$ cat config.mk
export PLATFORM = sky130hd
export DESIGN_NAME = dll_lock_sequencer
export DESIGN_NICKNAME = d
export VERILOG_FILES = /design/src/rtl/dll_seq_pkg.sv /design/src/rtl/dll_seq_sync2.sv /design/src/rtl/dll_lock_sequencer.sv
export SDC_FILE = /design/constraint.sdc
export NUM_CORES = 1
export LEC_CHECK = 0
export CORE_ASPECT_RATIO = 1.1
export CORE_MARGIN = 2
export CORE_UTILIZATION = 53
export CTS_BUF_LIST = sky130_fd_sc_hd__clkbuf_8
export DETAILED_ROUTE_END_ITERATION = 6
export PLACE_DENSITY = 0.79
export SKIP_LAST_GASP = 1
export SLEW_MARGIN = 20
export SYNTH_ARGS = -nofsm -noshare
export SYNTH_HDL_FRONTEND = slang
export SYNTH_SLANG_ARGS = --single-unit
$ cat constraint.sdc
create_clock -name clkin -period 1.9 [get_ports clkin]
set_clock_uncertainty 0.1 [all_clocks]
set_input_delay 0.38 -clock clkin [delete_from_list [all_inputs] [get_ports clkin]]
set_output_delay 0.38 -clock clkin [all_outputs]
set_load 0.005 [all_outputs]
$ cat src/rtl/dll_seq_pkg.sv
// Shared constants for the DLL lock sequencer and its helpers.
//   - FSM state encoding (binary, 3 bits; unused codes recover to ST_RESET_DLL)
//   - attempt counter width
//   - minimum DLL reset pulse length in CLKIN cycles
package dll_seq_pkg;

  localparam int STATE_W = 3;

  localparam logic [STATE_W-1:0] ST_RESET_DLL = 3'd0;
  localparam logic [STATE_W-1:0] ST_WAIT_LOCK = 3'd1;
  localparam logic [STATE_W-1:0] ST_STABILIZE = 3'd2;
  localparam logic [STATE_W-1:0] ST_RUNNING   = 3'd3;
  localparam logic [STATE_W-1:0] ST_FAILED    = 3'd4;

  localparam int ATTEMPT_W = 4;

  // The DLL primitive needs its RST held for at least this many CLKIN cycles.
  localparam int DLL_MIN_RST_PULSE = 3;

endpackage

$ cat src/rtl/dll_seq_sync2.sv
// Two-flop synchronizer for asynchronous DLL status inputs.
// Ports:
//   clk   - destination clock
//   rst_n - asynchronous active-low reset, clears both flops to 0
//   d     - asynchronous input
//   q     - synchronized output, 2 clock edges of latency
module dll_seq_sync2 (
  input  logic clk,
  input  logic rst_n,
  input  logic d,
  output logic q
);

  logic meta;

  always_ff @(posedge clk or negedge rst_n) begin
    if (!rst_n) begin
      meta <= 1'b0;
      q    <= 1'b0;
    end else begin
      meta <= d;
      q    <= meta;
    end
  end

endmodule

$ cat src/rtl/dll_lock_sequencer.sv
// DLL lock sequencer: pulses the DLL reset, waits for LOCKED with a timeout
// and bounded retries, debounces lock, then releases an active-low system
// reset to logic clocked by the DLL outputs. Runs on the free-running
// reference clock (the DLL's CLKIN) because DLL output clocks are invalid
// before lock.
// Ports:
//   clkin        - reference clock, single clock domain
//   rst_n        - asynchronous active-low reset
//   locked       - DLL LOCKED, asynchronous, synchronized internally
//   force_relock - 1-cycle synchronous request to restart the sequence
//   dll_rst      - DLL RST, active high
//   sys_rst_n    - active-low system reset, high only in RUNNING
//   lock_ok      - high in RUNNING
//   fail         - high in FAILED
//   attempt_cnt  - failed attempts since last RUNNING entry / force_relock
//   state_dbg    - current FSM state (dll_seq_pkg encoding)
module dll_lock_sequencer
  import dll_seq_pkg::*;
#(
  parameter int RST_PULSE_CYCLES = 3,
  parameter int LOCK_TIMEOUT     = 20000,
  parameter int STABLE_CYCLES    = 16,
  parameter int MAX_ATTEMPTS     = 4,
  parameter int CNT_W            = 16
) (
  input  logic                 clkin,
  input  logic                 rst_n,
  input  logic                 locked,
  input  logic                 force_relock,
  output logic                 dll_rst,
  output logic                 sys_rst_n,
  output logic                 lock_ok,
  output logic                 fail,
  output logic [ATTEMPT_W-1:0] attempt_cnt,
  output logic [STATE_W-1:0]   state_dbg
);

  // Terminal compare values for the shared counter.
  localparam logic [CNT_W-1:0]     RST_LAST     = CNT_W'(RST_PULSE_CYCLES - 1);
  localparam logic [CNT_W-1:0]     TIMEOUT_LAST = CNT_W'(LOCK_TIMEOUT - 1);
  localparam logic [CNT_W-1:0]     STABLE_LAST  = CNT_W'(STABLE_CYCLES - 1);
  localparam logic [CNT_W-1:0]     CNT_ONE      = CNT_W'(1);
  localparam logic [ATTEMPT_W-1:0] ATT_MAX      = ATTEMPT_W'(MAX_ATTEMPTS);
  localparam logic [ATTEMPT_W-1:0] ATT_ONE      = ATTEMPT_W'(1);

  logic                 locked_s;
  logic [STATE_W-1:0]   state, state_nx;
  logic [CNT_W-1:0]     cnt, cnt_nx;
  logic [ATTEMPT_W-1:0] att_nx;
  logic                 attempt_fail;

  dll_seq_sync2 u_sync_locked (
    .clk   (clkin),
    .rst_n (rst_n),
    .d     (locked),
    .q     (locked_s)
  );

  assign state_dbg = state;

  always_comb begin
    state_nx     = state;
    cnt_nx       = cnt;
    att_nx       = attempt_cnt;
    attempt_fail = 1'b0;

    if (force_relock) begin
      // Restart wins over every other event on the same edge.
      state_nx = ST_RESET_DLL;
      cnt_nx   = '0;
      att_nx   = '0;
    end else begin
      case (state)
        ST_RESET_DLL: begin
          if (cnt == RST_LAST) begin
            state_nx = ST_WAIT_LOCK;
            cnt_nx   = '0;
          end else begin
            cnt_nx = cnt + CNT_ONE;
          end
        end
        ST_WAIT_LOCK: begin
          if (locked_s) begin
            state_nx = ST_STABILIZE;
            cnt_nx   = '0;
          end else if (cnt == TIMEOUT_LAST) begin
            attempt_fail = 1'b1;
          end else begin
            cnt_nx = cnt + CNT_ONE;
          end
        end
        ST_STABILIZE: begin
          if (!locked_s) begin
            attempt_fail = 1'b1;
          end else if (cnt == STABLE_LAST) begin
            state_nx = ST_RUNNING;
            cnt_nx   = '0;
            att_nx   = '0;
          end else begin
            cnt_nx = cnt + CNT_ONE;
          end
        end
        ST_RUNNING: begin
          if (!locked_s) begin
            state_nx = ST_RESET_DLL;
            cnt_nx   = '0;
          end
        end
        ST_FAILED: begin
          cnt_nx = '0;
        end
        default: begin
          state_nx = ST_RESET_DLL;
          cnt_nx   = '0;
        end
      endcase

      if (attempt_fail) begin
        att_nx   = attempt_cnt + ATT_ONE;
        cnt_nx   = '0;
        state_nx = (att_nx == ATT_MAX) ? ST_FAILED : ST_RESET_DLL;
      end
    end
  end

  // Outputs are decoded from the next state so they move on the same edge
  // as the state register.
  always_ff @(posedge clkin or negedge rst_n) begin
    if (!rst_n) begin
      state       <= ST_RESET_DLL;
      cnt         <= '0;
      attempt_cnt <= '0;
      dll_rst     <= 1'b1;
      sys_rst_n   <= 1'b0;
      lock_ok     <= 1'b0;
      fail        <= 1'b0;
    end else begin
      state       <= state_nx;
      cnt         <= cnt_nx;
      attempt_cnt <= att_nx;
      dll_rst     <= (state_nx == ST_RESET_DLL) || (state_nx == ST_FAILED);
      sys_rst_n   <= (state_nx == ST_RUNNING);
      lock_ok     <= (state_nx == ST_RUNNING);
      fail        <= (state_nx == ST_FAILED);
    end
  end

endmodule

-- Word-level counts from Yosys, hierarchy flattened
Index checks and enable logic that the tools add are counted.
- bits in registers: 28
- latch bits: 0
- bits in writable memories: 0
- ROM bits: 0
- input port bits: 4
- output and inout port bits: 11
- logic and storage cells: 59
- memories kept: 0
- add/sub/neg operators: 2
- multiply operators: 0
- div/mod/pow operators: 0
- $lt $le $gt $ge: 0
- eq/ne operators: 13
- shifts and indexed selects: 0
- multiplexer cells: 28
- bitwise logic cells: 0
- reduce and logical (&&, ||, !) cells: 8
- operators with widths (kind ; number):
    $mux 16 ; 8
    $pmux 16 s4 ; 1
    $mux 3 ; 8
    $mux 4 ; 5
    $add 16x1->16 const B ; 1
    $eq 16x15->1 const B ; 1
    $eq 16x2->1 const B ; 1
    $eq 16x4->1 const B ; 1
    $pmux 3 s5 ; 1
    $eq 3x2->1 const B ; 3
    $reduce_bool 3->1 ; 3
    $eq 3x3->1 const B ; 2
    $logic_not 3->1 ; 2
    $reduce_and 3->1 ; 2
    $ne 5x4->1 const B ; 1
    $add 4x1->4 const B ; 1
    $eq 4x3->1 const B ; 1
    $mux 1 ; 4
    $ne 4x3->1 const B ; 1
    $ne 4x4->1 const B ; 1
    $eq 3x1->1 const B ; 1
    $pmux 1 s2 ; 1
    $logic_or 1x1->1 ; 1

-- Longest topological paths before layout
- word-level depth: 9
- gate-level depth with buffers: 9
- mapped depth without buffers: 8

-- Modules after synthesis
Synthesis repeated with hierarchy kept, for this count alone.
- cells, all modules: 163
- area total of the unflattened synthesis: 1524.0 sq um
- by module, submodules not included (module ; times used ; cells each ; area each (sq um)):
    dll_lock_sequencer ; 1 ; 161 ; 1473.9
    dll_seq_sync2 ; 1 ; 2 ; 50.0

-- Worst setup path before layout
OpenSTA, ideal clock, no wires.
- path kind: reg-to-reg
- from: reg cnt[0]
- to: reg cnt[12]
- library setup time: 0.104 ns
- arrival: 1.918 ns
- data required time: 1.696 ns
- slack: -0.222 ns
- cell stages (with the launch flop): 9
- clock period less this slack: 2.122 ns
- cell sequence: dfrtp_1 > ha_1 > and4_1 > buf_2 > nand2_1 > o21ai_1 > or3_1 > or3b_1 > o311ai_1
- word-level cells in the longest chain between the ends: 7
- elaborated cells on any way between the ends: 20
- ends and longest elaborated chain (what ; line ; text):
    from (decl) ; dll_lock_sequencer.sv:48 ; logic [CNT_W-1:0] cnt, cnt_nx;
    from (signal assigned) ; dll_lock_sequencer.sv:139 ; cnt <= cnt_nx;
    branches (longest 7 deep; another with $add 16x1->16) ; -- ;
Several ways; the timed one is not identified. The select of a mux whose other input is x is not followed.
A chain may end at the register's enable or synchronous reset.

-- Worst setup path after layout
- from: reg cnt[8]
- to: reg cnt[4]
- word-level cells in the longest chain between the ends: 7
- elaborated cells on any way between the ends: 17
- ends and longest elaborated chain (what ; line ; text):
    $eq 16x15->1 ; dll_lock_sequencer.sv:86 ; end else if (cnt == TIMEOUT_LAST) begin
    $mux 1 ; dll_lock_sequencer.sv:86 ;
    $mux 1 ; dll_lock_sequencer.sv:83 ; if (locked_s) begin
    $pmux 1 s2 ; dll_lock_sequencer.sv:73 ; case (state)
    $mux 1 ; dll_lock_sequencer.sv:67 ; if (force_relock) begin
    $ne 5x4->1 (no source line) (tied with other cells) ; -- ;
    $reduce_and 3->1 (no source line) or $mux 16 (tied branches) ; -- ;
Several ways; a longest one is shown, not always the timed one. The select of a mux whose other input is x is not followed.

==> impl_metrics.ini <==
[run_status]
status = complete, but fails checks
violations = setup timing

[finish]
diodes = 0
area_growth_pct = 54.0
seqCellArea_sq_um = 706
final_cell_mix = buf_4 (51), dfrtp_1 (24), nor2_1 (20)
final_cell_area_sq_um = 2470
drive_gt1_share_pct = 43.3
layout.cells.most_common = buf_4
final_nets = 246
fill_cells = 117
multiInputGateArea_sq_um = 1000

[clock_network]
htree_levels = 1
cts_tree = done
cts.clk_slew.worst_paths_ps = 110
cts.sinks = 28
clk_latency_ps = 280
root_buffer = clkbuf_8
hold_buffers = 0
clk_path_buf_depth = 2
cts_buffers = 3

[synthesis]
synthArstFlopShare_pct = 100
synth-seq-area-share_pct = 43.7
syn_inst = 167
synth_edf_count = 0
yosysWarnings = 0
synth_ff_type = dfrtp_1
syn_area_per_cell_sq_um = 9.62
ys_types = 47
synth_nets = 174
syn_area_sq_um = 1610
ys_ff_latch = 28

[worst_setup_path]
cp.depth = 8
path_common_cell = buf_4
worstSetupPathType = reg -> reg
worstSetupStartpointType = register
crit_buf_inv = 2
r2r_start = cnt[8]
critical_path.max_stage_delay_ps = 450
cp_slowest_cell = dfrtp_1
cp-end-kind = register
crit_path_start = cnt[8]
crit_arrival_ps = 2460
reg2regPathDepth = 8
cp_top_family = compound AO/OA/AOI/OAI gates
required_ps = 1970
rr_endpoint = cnt[4]
crit_chain = nor4_4 > buf_4 > nand4_1 > o21ai_4 > nor3_4 > buf_4 > a41o_1 > a22o_1
rrSetupSlack_ps = -480
path_max_fanout = 5

[routing]
drc = 0
wl_microns = 6540
ant_nets = 0
wl_per_cell_microns = 24.1
drt_iter0_drc = 264
drt-pass1-iter-count = 5
vias = 1885
vias_per_cell = 6.96

[pwr]
ir_drop_v = 0.000712
total_power_mw = 2.04
leakage_nw = 1.18
p_per_area_nw_per_um2 = 824

[floorplan]
dieArea_sq_um = 3490
start_util_pct = 56.8
core_area_sq_um = 2830
rows = 20
fp.dieH_microns = 61.7
die_width_microns = 56.5
ios = 15

[place]
gp_congestion = 0.924
hpwl_microns = 3330
placed_cell_area_sq_um = 2160
io_buffers = 14

[global_routing]
grt_pass1_vias = 1640
antenna_found_initial = 0
use_met2_pct = 53.7
top_usage_layer = met2
grt_overflow = 0
grtUsageMet3_pct = 3.73
grt_pass1_wl_microns = 7950
gr-usage-met1_pct = 37.5
grt_usage_pct = 30.2
grt_max_degree = 29

[sta]
setup_slack_ps = -483
setup_tns_ps = -8270
tightest_slew_ps = 460
final_max_slew_viol_count = 0
post-route-period-util_pct = 125
rsz0062_at_grt = true
fmax_ghz = 0.420
slew_headroom_pct = 69.3
finalSetupViolCount = 25
finalCriticalPeriod_ps = 2380
hold_viol_final = 0

[hold_path]
hold_end = u_sync_locked.q
hold_path.class = reg -> reg
holdPathStages = 0
hp-start = u_sync_locked.meta

[job]
cap_violations = 0
## cell type report
class,instances,share of cell area [%]
Clock inverter,1,1.21
Timing Repair Buffer,75,25.8
Multi-Input combinational cell,127,40.5
Tap cell,33,1.67
Clock buffer,3,1.67
Sequential cell,28,28.5
Inverter,4,0.607
## Yosys cell counts, types with 2 or more instances
cell type  instances  area [sq um]
dfrtp_1           27           676
nor2_1            21          78.8
nand2_1           17          63.8
a22o_1             9          78.8
nand3_1            9          45.0
o21ai_1            8          40.0
a41o_1             7          70.1
and3_1             6          37.5
nand4_1            6          37.5
a21oi_1            3          15.0
clkbuf_1           3          11.3
ha_1               3          37.5
inv_1              3          11.3
nor2b_1            3          18.8
xnor2_1            3          26.3
buf_2              2          10.0
buf_6              2          22.5
mux2i_1            2          20.0
nor3_1             2          10.0
nor3_2             2          20.0
o311ai_1           2          17.5
or3_1              2          12.5
## per-layer routing
metal  part of all wire [%]  up-vias
li1                       -      768
met1                     37      908
met2                     50      167
met3                    8.4       42
met4                    4.6        0
met5                      0        -
## cells by family after synthesis
family / after synthesis / synth area share [%]
AOI/OAI and AO/OA: 35 / 17.4
xor gates and xnor gates: 4 / 2.18
and+or+nand+nor: 82 / 28.4
adders and majority gates: 3 / 2.34
buffers and inverters: 12 / 4.13
muxes: 3 / 1.95
DFF: 28 / 43.7
## worst reg2reg max path, delay by kind of cell, from the launching register on
kind	cells	cell delay [ps]
DFF	1	450
and+or+nand+nor	3	680
AOI/OAI and AO/OA	3	690
buffers and inverters	2	350
## stage by stage
stage / worst slack [ps] / util [%] / hold WS [ps] / instances
after global routing: -557 / 87.5 / 268 / 271
after floorplan: -145 / - / -15.6 / 167
final: -483 / 87.5 / 262 / 271
after global placement: -192 / 76.2 / 232 / 259
after CTS: -258 / 81.4 / 262 / 265
after detailed placement: -252 / 76.2 / 239 / 259
## registers in the layout, summed over array words and instances (netlist names)
register,cells
attempt_cnt,4
cnt,16
dll_rst,1
fail,1
lock_ok,1
state_dbg,3
u_sync_locked.meta,1
u_sync_locked.q,1
## power breakdown
part | internal [mW] | switching, mW
Combinational | 0.435 | 0.426
Clock | 0.283 | 0.202
Sequential | 0.643 | 0.0517
Total | 1.36 | 0.680
## what timing repair did
action	CTS	global route
endpoints found under the setup margin	23	28
pin swaps	4	17
buffers inserted	2	8
gates resized for setup	13	30
## worst max-delay path by stage
stage | slack [ps] | end
after CTS | -260 | cnt[3]
after detailed placement | -250 | attempt_cnt[2]
final | -480 | cnt[4]
after global placement | -190 | cnt[15]
after floorplan | -150 | cnt[4]
after global routing | -560 | cnt[4]
No activity file was read; power rests on OpenSTA's default activity.
